$ cat config.mk
export PLATFORM = sky130hd
export DESIGN_NAME = key_event_decoder
export DESIGN_NICKNAME = d
export VERILOG_FILES = /design/src/rtl/key_event_decoder.sv
export SDC_FILE = /design/constraint.sdc
export NUM_CORES = 1
export LEC_CHECK = 0
export ABC_AREA = 1
export BUFFER_PORTS_ARGS = -buffer_cell sky130_fd_sc_hd__buf_2
export CAP_MARGIN = 15
export CORE_MARGIN = 5
export CORE_UTILIZATION = 35
export DETAILED_ROUTE_END_ITERATION = 16
export GPL_TIMING_DRIVEN = 1
export HOLD_SLACK_MARGIN = 0.02
export PLACE_DENSITY = 0.62
export SETUP_SLACK_MARGIN = 0.02
export SKIP_LAST_GASP = 1
export SLEW_MARGIN = 15
export SYNTH_ARGS = -nofsm -noshare
export SYNTH_HDL_FRONTEND = slang
export SYNTH_SLANG_ARGS = --single-unit
$ cat constraint.sdc
create_clock -name clk -period 2.9 [get_ports clk]
set_input_delay 0.145 -clock clk [delete_from_list [all_inputs] [get_ports clk]]
set_output_delay 0.145 -clock clk [all_outputs]
set_load 0.02 [all_outputs]
$ cat src/rtl/key_event_decoder.sv
// Key gesture classifier: short press, long press and double click from a debounced active-low key.
// Optional auto-repeat while held after a long press is built when KEY_REPEAT_EN is defined.
module key_event_decoder #(
  parameter int unsigned LONG_CYC   = 12_000_000,
  parameter int unsigned DCLICK_CYC = 3_600_000,
`ifdef KEY_REPEAT_EN
  parameter int unsigned REPEAT_CYC = 1_200_000,
`endif
  parameter int unsigned CNT_W      = 24
) (
  input  logic clk,
  input  logic rst,
  input  logic key_n,
  output logic short_p,
  output logic long_p,
  output logic double_p,
  output logic repeat_p,
  output logic busy
);

  typedef enum logic [2:0] {
    S_ARM    = 3'd0,
    S_IDLE   = 3'd1,
    S_PRESS1 = 3'd2,
    S_GAP    = 3'd3,
    S_PRESS2 = 3'd4,
    S_HELD   = 3'd5
  } state_t;

  localparam logic [CNT_W-1:0] LONG_LAST   = CNT_W'(LONG_CYC - 1);
  localparam logic [CNT_W-1:0] DCLICK_LAST = CNT_W'(DCLICK_CYC - 1);
`ifdef KEY_REPEAT_EN
  localparam logic [CNT_W-1:0] REPEAT_LAST = CNT_W'(REPEAT_CYC - 1);
`endif

  state_t           r_state;
  logic [CNT_W-1:0] r_cnt;
  logic             r_short;
  logic             r_long;
  logic             r_double;
  logic             r_busy;
  logic [CNT_W-1:0] w_cnt_inc;

  // Saturating increment: states without a timeout simply park at all-ones.
  assign w_cnt_inc = (r_cnt == {CNT_W{1'b1}}) ? r_cnt : r_cnt + CNT_W'(1);

`ifdef KEY_REPEAT_EN
  logic r_repeat;
`endif

  always_ff @(posedge clk or posedge rst) begin
    if (rst) begin
      r_state  <= S_ARM;
      r_cnt    <= '0;
      r_short  <= 1'b0;
      r_long   <= 1'b0;
      r_double <= 1'b0;
      r_busy   <= 1'b1;
`ifdef KEY_REPEAT_EN
      r_repeat <= 1'b0;
`endif
    end else begin
      r_short  <= 1'b0;
      r_long   <= 1'b0;
      r_double <= 1'b0;
`ifdef KEY_REPEAT_EN
      r_repeat <= 1'b0;
`endif
      r_cnt    <= w_cnt_inc;
      case (r_state)
        // A key held through reset must be released before anything is recognised.
        S_ARM: begin
          if (key_n) begin
            r_state <= S_IDLE;
            r_cnt   <= '0;
            r_busy  <= 1'b0;
          end
        end
        S_IDLE: begin
          if (!key_n) begin
            r_state <= S_PRESS1;
            r_cnt   <= '0;
            r_busy  <= 1'b1;
          end
        end
        // Release is tested first so it wins over a coincident long timeout.
        S_PRESS1: begin
          if (key_n) begin
            r_state <= S_GAP;
            r_cnt   <= '0;
          end else if (r_cnt == LONG_LAST) begin
            r_long  <= 1'b1;
            r_state <= S_HELD;
            r_cnt   <= '0;
          end
        end
        S_GAP: begin
          if (!key_n) begin
            r_state <= S_PRESS2;
            r_cnt   <= '0;
          end else if (r_cnt == DCLICK_LAST) begin
            r_short <= 1'b1;
            r_state <= S_IDLE;
            r_cnt   <= '0;
            r_busy  <= 1'b0;
          end
        end
        S_PRESS2: begin
          if (key_n) begin
            r_double <= 1'b1;
            r_state  <= S_IDLE;
            r_cnt    <= '0;
            r_busy   <= 1'b0;
          end else if (r_cnt == LONG_LAST) begin
            r_long  <= 1'b1;
            r_state <= S_HELD;
            r_cnt   <= '0;
          end
        end
        S_HELD: begin
          if (key_n) begin
            r_state <= S_IDLE;
            r_cnt   <= '0;
            r_busy  <= 1'b0;
          end
`ifdef KEY_REPEAT_EN
          else if (r_cnt == REPEAT_LAST) begin
            r_repeat <= 1'b1;
            r_cnt    <= '0;
          end
`endif
        end
        default: begin
          r_state <= S_ARM;
          r_cnt   <= '0;
          r_busy  <= 1'b1;
        end
      endcase
    end
  end

  assign short_p  = r_short;
  assign long_p   = r_long;
  assign double_p = r_double;
  assign busy     = r_busy;
`ifdef KEY_REPEAT_EN
  assign repeat_p = r_repeat;
`else
  assign repeat_p = 1'b0;
`endif

endmodule
==> results of run 1 <==
==> synthesized netlist by cell type <==
cell / n / area, um2
o21ai_2: 1 / 8.76
a21oi_2: 1 / 8.76
a31o_2: 1 / 8.76
nand3_1: 21 / 105
or2_0: 1 / 6.26
conb_1: 1 / 3.75
nand4_1: 2 / 12.5
and2_1: 1 / 6.26
nand2_4: 1 / 11.3
dfrtp_1: 30 / 751
or2_2: 2 / 12.5
o31ai_1: 2 / 15.0
o21ai_1: 1 / 5.00
nand2_1: 108 / 405
a21oi_1: 2 / 10.0
inv_2: 7 / 26.3
inv_1: 47 / 176
nand3b_1: 3 / 22.5
xor2_1: 4 / 35.0
nand2_2: 8 / 50.1
nand3_2: 6 / 60.1
nor2_2: 4 / 25.0
dfstp_2: 1 / 26.3
o21ai_0: 6 / 30.0
nor3_1: 3 / 15.0
ha_1: 1 / 12.5
nand3_4: 1 / 17.5
buf_6: 3 / 33.8
nor2_1: 56 / 210
nor2_4: 3 / 33.8
xnor2_1: 2 / 17.5
buf_4: 1 / 7.51
o21bai_1: 1 / 7.51
nand4_2: 1 / 12.5
==> per-stage QoR <==
step | utilization [%] | worst slack, ns | std cells | cell area (um2)
after floorplan | - | 1.27 | 333 | 2190
after global placement | 38.1 | 1.04 | 411 | 2280
after detailed placement | 38.1 | 0.976 | 411 | 2280
after CTS | 39.7 | 0.956 | 420 | 2380
after global routing | 39.7 | 0.729 | 420 | 2380
final | 39.7 | 0.973 | 420 | 2380
==> registers in the layout, summed over array words and instances (netlist names) <==
register,flops
double_p,1
short_p,1
r_state,3
long_p,1
r_cnt,24
busy,1
==> cells by family (layout without fill, tap and decap cells) <==
family / count (synthesis) / in the layout
and+or+nand+nor: 221 / 221
buffers and inverters: 58 / 70
DFF: 31 / 31
AOI/OAI and AO/OA: 15 / 15
xor gates and xnor gates: 6 / 6
adders and majority gates: 1 / 1
other: 1 / 1
==> routing by layer <==
layer	global-route usage (%)	vias up	share of wire, %
met5	0	-	0
met4	5.01	0	1.7
met3	4.24	9	5.4
met2	21.9	46	46
met1	18.8	887	47
li1	-	1026	-
==> worst max-delay path: stages, from the launching register on <==
cell and delay [ns]:
dfrtp_1 0.39, ha_1 0.27, nand2_2 0.11, nor2_4 0.16, nand2_4 0.10, nor2_2 0.20, nand2_2 0.22, or2_0 0.27
nand3_2 0.08, inv_2 0.03
==> area by class of cell <==
type / count / area share [%]
Sequential cell: 31 / 32.6
Clock inverter: 1 / 0.210
Timing Repair Buffer: 8 / 2.00
Multi-Input combinational cell: 244 / 49.1
Inverter: 54 / 8.51
Tap cell: 75 / 3.94
Clock buffer: 7 / 3.63
==> report_power, final <==
part | leakage (uW) | switching [uW] | internal [uW]
clock network | 0.0000482 | 157 | 191
registers | 0.000424 | 37.6 | 481
logic | 0.000783 | 305 | 132
total | 0.00125 | 500 | 804
==> path summary, 6_finish.rpt <==
check | startpoint | end | slack [ns]
max in group asynchronous | rst | busy$_DFFE_PP1P_ | 2.10
max | r_cnt[0]$_DFF_PP0_ | r_cnt[1]$_DFF_PP0_ | 0.97
max reg2reg | r_cnt[0]$_DFF_PP0_ | r_cnt[1]$_DFF_PP0_ | 0.97
min in group asynchronous | rst | r_cnt[9]$_DFF_PP0_ | 0.48
min | key_n | long_p$_DFF_PP0_ | 0.12
min reg2reg | busy$_DFFE_PP1P_ | busy$_DFFE_PP1P_ | 0.48
==> repair_timing <==
action	CTS	global route
setup endpoints to repair	0	0
hold buffers	1	0
gates resized for setup	0	0
setup buffers	0	0
endpoints found under the hold margin	30	0
==> qor.csv, run 1 <==
metric;value;unit
outcome;complete, no violations;
crit path capture type;register;
Pre-Repair DR Iteration Count;5;
Synth Area in Adders;0.571;%
Final Hold Fails;0;
Clock Skews;0.00612;ns
multiplexer share of the synthesized area;0;%
starting density of the core;36.5;%
hold slack;0.117;ns
final setup fails;0;
most frequent cells in the layout;nand2_1 (108), nor2_1 (56), inv_1 (47);
Pleak;0.00125;uW
WP data arrival;2.11;ns
Clock transition at path regs;0.07;ns
Tot Pwr;1300;uW
DRT iter0 DRCs;122;
full die area;7940;um2
vias in the first global route;1934;
CTS Buf Count;5;
Max Clk Rate;519;MHz
commonest non-fill, non-tap cell in the layout;nand2_1;
number of port buffers;6;
RSZ-0062 raised after global routing;no;
nets;348;
Mapped Avg Cell Area;6.58;um2
site row count;28;
yosys warns;0;
Routed Antenna Nets;0;
ANT cells;0;
Max Cap Viol;0;
worst reg-to-reg path cell count;9;
pwr dens;548;nW/um2
Synth cell types;34;
initial antenna violation count;0;
global-route wire length before repair;8710;um
final WL;4730;um
DRC viols;0;
Compound-Gate Fraction of Synth Area;4.29;%
Netlist Area Pre-Place;2190;um2
# H-tree levels;2;
Worst setup SP type;register;
sinks on the clock net;31;
hold path depth;2;
overall routing resource usage;14.2;%
maximum fanout along the worst path;16;
layout cells sized above 1;14.8;%
Via density;4.69;
peak supply drop;0.310;mV
multi-input logic area;1170;um2
GRT overflow;0;
post-synthesis register bit count;31;
clock root buffer;clkbuf_8;
gpl congestion;0.916;
register area share after synthesis;35.5;%
Post-Synth Simple-Gate Area;45.9;%
XOR/XNOR share of the synthesized area;2.40;%
WL/cell;11.3;um
crit share post-route;66.5;%
worst-skew pair later-pin latency;0.28;ns
Die H;89.1;um
Top Ports;8;
Worst Hold Class;in -> reg;
Die X-Extent;89.1;um
Final min period;1.93;ns
CTS max path bufs;2;
Register Area;777;um2
Total Neg Setup Slack;0;ns
cells after synthesis;333;
required time worst endpoint;3.09;ns
largest net degree at the start of global routing;32;
synth-to-layout area growth;8.74;%
dpl hpwl;3650;um
CTS tree;yes;
Final Max Tran Viols;0;
via count;1968;
WS Path Type;reg -> reg;
fill count;622;
Core ar.;5990;um2
largest family of logic cells by synthesized area;simple AND/OR/NAND/NOR gates;
Syn Nets;337;
Power figures use the tool's default switching activity.
==> inputs of run 2 (changes only) <==
clock period = 1.9 ns   (was 2.9 ns; I/O delays follow)
==> run 2 against run 1 <==
  * Final cell count increased by 2.9%
  * Combinational power increased by 79%
  * Sequential power up 52%
  * Sequential share of layout area fell by 1.8 points
  * Critical path depth increased by 1
  * Non-clock buffer count up 11
  * Clock skew rose by 0.0076 ns
  * Global-route usage increased by 0.56 points
  * Routed wire length rose by 13%
  * Cell area up 5.7%
  * Critical path type unchanged
  * Critical endpoint is now r_cnt[13]$_DFF_PP0_
  * Largest cell class unchanged
  * Largest power group unchanged
==> qor.csv, run 2 (same netlist as run 1, synthesis figures left out) <==
metric;value;unit
number of port buffers;6;
CTS tree;yes;
Core ar.;5990;um2
DRT iter0 DRCs;112;
Tot Pwr;2260;uW
nets;360;
Placement Cell Area;2360;um2
# H-tree levels;2;
Critical Path, Cell by Cell;ha_1 > nand2_2 > nor2_4 > nand2_4 > nor2_4 > nand2_2 > nand2_2 > nand3_4 > nand2_1 > nor2_1;
final instance area;2520;um2
most numerous cell on the critical path;nand2_2;
initial antenna violation count;0;
gpl congestion;0.942;
slowest CP cell;dfrtp_1;
WP data arrival;1.97;ns
DRC viols;0;
global-route wire length before repair;9070;um
Clock transition at path regs;0.07;ns
Top Ports;8;
crit share post-route;94.3;%
Crit. Startpoint;r_cnt[1]$_DFF_PP0_;
internal power;1390;uW
site row count;28;
WS Path Type;reg -> reg;
largest net degree at the start of global routing;32;
largest register by flop count;r_cnt;
Via density;4.75;
dpl hpwl;3870;um
fin util;42.0;%
ANT cells;0;
CTS max path bufs;2;
starting density of the core;36.5;%
required time worst endpoint;2.08;ns
synth-to-layout area growth;14.9;%
pwr dens;898;nW/um2
Worst Hold End;long_p$_DFF_PP0_;
WL/cell;12.3;um
most frequent cells in the layout;nand2_1 (108), nor2_1 (56), inv_1 (47);
Crit path buffers/inverters;0;
final setup fails;0;
Sw Pwr;866;uW
worst-skew pair later-pin latency;0.30;ns
vias in the first global route;1917;
Pre-Repair DR Iteration Count;4;
commonest non-fill, non-tap cell in the layout;nand2_1;
Max Cap Viol;0;
RSZ-0062 raised after global routing;yes;
Worst R2R Start;r_cnt[1]$_DFF_PP0_;
Worst setup SP type;register;
hold path depth;2;
clock network fraction of total power;30.6;%
clock root buffer;clkbuf_8;
Logic pwr share;34.5;%
Sw Ratio;38.3;%
Final Max Tran Viols;0;
via count;2051;
peak supply drop;0.538;mV
crit-path leading delay family;simple AND/OR/NAND/NOR gates;
layout cells sized above 1;17.9;%
GRT overflow;0;
worst reg-to-reg path cell count;10;
flop2flop setup slack;0.11;ns
overall routing resource usage;14.7;%
Final Hold Fails;0;
Total Neg Setup Slack;0;ns
CP peak stage delay;0.36;ns
sinks on the clock net;31;
Pleak;0.00134;uW
final WL;5330;um
full die area;7940;um2
crit path capture type;register;
Clock Skews;0.0137;ns
flip-flop count of the largest register, all copies and words added;24;
maximum fanout along the worst path;12;
Worst Hold Class;in -> reg;
Flop pwr share;34.9;%
Reg-to-Reg End;r_cnt[13]$_DFF_PP0_;
Max Clk Rate;558;MHz
Routed Antenna Nets;0;
Hold Path Origin;key_n;
CTS Buf Count;5;
Die X-Extent;89.1;um
outcome;complete, no violations;
Die H;89.1;um
Final min period;1.79;ns
biggest regs;r_cnt x24, r_state x3;
[run 2: cell count changes in the layout (fill, tap and decap cells not counted)]
cell,delta
clkbuf_1,-1
bufinv_16,+1
nand4_4,+1
nand3_4,+1
nand4_2,-1
buf_4,+11
[run 2: worst max-delay path by stage]
stage                     endpoint  slack (ns)  depth (start not counted)
2_1_floorplan   r_cnt[1]$_DFF_PP0_        0.27                          9
3_3_place_gp   r_cnt[18]$_DFF_PP0_        0.11                         10
3_5_place_dp   r_cnt[19]$_DFF_PP0_        0.05                         10
4_1_cts        r_cnt[19]$_DFF_PP0_        0.03                         10
5_1_grt        r_cnt[13]$_DFF_PP0_       -0.03                         10
6_report       r_cnt[13]$_DFF_PP0_        0.11                         10
[run 2: final cells by class]
type	instances	area (um2)
well taps	75	93.8
fillers	630	3470
repair buffers	19	130
clock inverters	2	35.0
multi-input cells	245	1190
clock buffers	6	82.6
flip-flops and latches	31	777
inverters	54	203
[run 2: metal layers]
metal | global-route usage [%] | share of wire, % | wire [um]
met3 | 2.76 | 5.1 | 272
met4 | 5.68 | 2.0 | 106
met2 | 23.7 | 46 | 2480
met5 | 0 | 0 | 0
met1 | 19.6 | 46 | 2470
[run 2: through the flow]
stage | hold WS (ns) | instances | worst slack, ns
floorplan | 0.168 | 333 | 0.266
global placement | 0.202 | 422 | 0.109
detailed placement | 0.204 | 422 | 0.0456
CTS | 0.0508 | 431 | 0.0309
global route | 0.0758 | 432 | -0.0254
finish | 0.0691 | 432 | 0.108
[run 2: what timing repair did]
action,CTS,global route
gates resized for setup,0,2
endpoints found under the setup margin,0,24
buffers inserted,0,0
hold buffers,1,0
hold endpoints to repair,30,0
[run 2: power groups by stage]
stage | registers (uW) | clock network [uW] | logic (uW)
CTS | 790 | 708 | 719
global placement | 796 | 0 | 701
floorplan | 808 | 0 | 606
finish | 789 | 690 | 781
global route | 798 | 736 | 894
detailed placement | 802 | 0 | 715
==> inputs of run 3 (changes only) <==
RECOVER_POWER = 25   (was default)
clock period = 2.3 ns   (was 1.9 ns; I/O delays follow)
==> run 3 against run 2 <==
  * Cell area down 4.4%
  * Sequential power down 17%
  * Global-route usage grew 0.13 points
  * Clock power is 18% lower
  * Non-clock buffer count down 11
  * Worst hold slack better by 0.0080 ns
  * Clock skew shrank 0.0039 ns
  * Utilization fell by 1.9 points
  * Flip-flop and latch count is the same
  * Critical path depth fell by 1
  * Fmax down 7.5%
  * Final cell count is 2.8% lower
==> qor.csv, run 3 (same netlist as run 1, synthesis figures left out) <==
metric;value;unit
clock root buffer;clkbuf_8;
layout cells sized above 1;15.1;%
flip-flop count of the largest register, all copies and words added;24;
Tot Pwr;1790;uW
WP data arrival;2.13;ns
synth-to-layout area growth;9.83;%
Core ar.;5990;um2
initial antenna violation count;0;
most frequent cells in the layout;nand2_1 (108), nor2_1 (56), inv_1 (47);
GRT overflow;0;
CTS tree;yes;
final setup fails;0;
full die area;7940;um2
crit path capture type;register;
site row count;28;
worst-skew pair later-pin latency;0.29;ns
DRT iter0 DRCs;163;
Max Cap Viol;0;
Final Hold Fails;0;
final instance area;2400;um2
maximum fanout along the worst path;16;
worst slew pin tran;0.756;ns
Worst R2R Start;r_cnt[0]$_DFF_PP0_;
hold path depth;2;
overall routing resource usage;14.9;%
number of port buffers;6;
Total Neg Setup Slack;0;ns
postcts setup bufs;0;
Hold Path Origin;key_n;
Clock transition at path regs;0.07;ns
hold slack;0.0771;ns
most numerous cell on the critical path;nand2_2;
pwr dens;743;nW/um2
ANT cells;0;
RSZ-0062 raised after global routing;no;
fill count;628;
Register Area;777;um2
Die H;89.1;um
crit share post-route;84.3;%
worst reg-to-reg path cell count;9;
Pre-Repair DR Iteration Count;4;
# hold bufs at CTS;1;
vias in the first global route;2067;
dpl hpwl;3810;um
Worst Hold Class;in -> reg;
Via density;4.75;
Max Clk Rate;516;MHz
commonest non-fill, non-tap cell in the layout;nand2_1;
Clock Skews;0.00979;ns
peak supply drop;0.439;mV
via count;1996;
outcome;complete, no violations;
Routed Antenna Nets;0;
fin util;40.1;%
CTS max path bufs;2;
nets;348;
Reg-to-Reg End;r_cnt[1]$_DFF_PP0_;
WS Path Type;reg -> reg;
relative slew slack;49.6;%
starting density of the core;36.5;%
largest net degree at the start of global routing;32;
Die X-Extent;89.1;um
Pleak;0.00127;uW
Final Max Tran Viols;0;
# H-tree levels;2;
Critical Path, Cell by Cell;ha_1 > nand2_2 > nor2_4 > nand2_4 > nor2_2 > nand2_2 > or2_0 > nand3_2 > inv_2;
CTS Buf Count;5;
sinks on the clock net;31;
gpl congestion;0.907;
Placement Cell Area;2280;um2
final WL;5020;um
Worst Hold End;long_p$_DFF_PP0_;
CTS resizes;0;
Worst setup SP type;register;
required time worst endpoint;2.49;ns
Top Ports;8;
largest register by flop count;r_cnt;
DRC viols;0;
flop2flop setup slack;0.36;ns
biggest regs;r_cnt x24, r_state x3;
multi-input logic area;1170;um2
CP peak stage delay;0.38;ns
Final min period;1.94;ns
WL/cell;12.0;um
slowest CP cell;dfrtp_1;
global-route wire length before repair;9250;um
## run 3: changes by cell type in the layout (fill, tap and decap cells not counted), sizes merged
cell    delta
buf       -12
clkbuf     +1
nand3      -1
## run 3: critical path: cells and delay by family, from the launching register on
family,cells,cell delay [ns]
fa+ha+maj,1,0.27
buf+inv,1,0.03
flops,1,0.38
simple gates,7,1.15
## run 3: metal layers
| metal | track usage, % | up-vias | share of wire (%) |
|---|---|---|---|
| li1 | - | 1028 | - |
| met4 | 5.68 | 0 | 1.9 |
| met2 | 23.3 | 45 | 45 |
| met5 | 0 | - | 0 |
| met3 | 4.06 | 11 | 4.2 |
| met1 | 19.5 | 912 | 49 |
## run 3: worst max-delay path by stage
stage,cells after the start,startpoint,endpoint,slack [ns]
3_3_place_gp,9,r_cnt[0]$_DFF_PP0_,r_cnt[1]$_DFF_PP0_,0.44
6_report,9,r_cnt[0]$_DFF_PP0_,r_cnt[1]$_DFF_PP0_,0.36
4_1_cts,9,r_cnt[0]$_DFF_PP0_,r_cnt[1]$_DFF_PP0_,0.37
2_1_floorplan,9,r_cnt[0]$_DFF_PP0_,r_cnt[1]$_DFF_PP0_,0.67
5_1_grt,10,r_cnt[0]$_DFF_PP0_,r_cnt[13]$_DFF_PP0_,0.17
3_5_place_dp,9,r_cnt[0]$_DFF_PP0_,r_cnt[1]$_DFF_PP0_,0.38
## run 3: metrics by stage
stage | cells | worst slack [ns]
after CTS | 420 | 0.367
after global placement | 411 | 0.441
after detailed placement | 411 | 0.381
final | 420 | 0.362
after global routing | 420 | 0.165
after floorplan | 333 | 0.666
## run 3: power breakdown
part	switching (uW)	internal [uW]
logic	400	166
clock network	216	350
registers	48.2	606
## run 3: area by class of cell
cell class / count / area share [%]
clock inverter: 2 / 1.46
timing repair buffer: 8 / 1.87
tap: 75 / 3.90
clock buffer: 6 / 3.43
multi-input combinational: 244 / 48.6
sequential: 31 / 32.3
inverter: 54 / 8.43
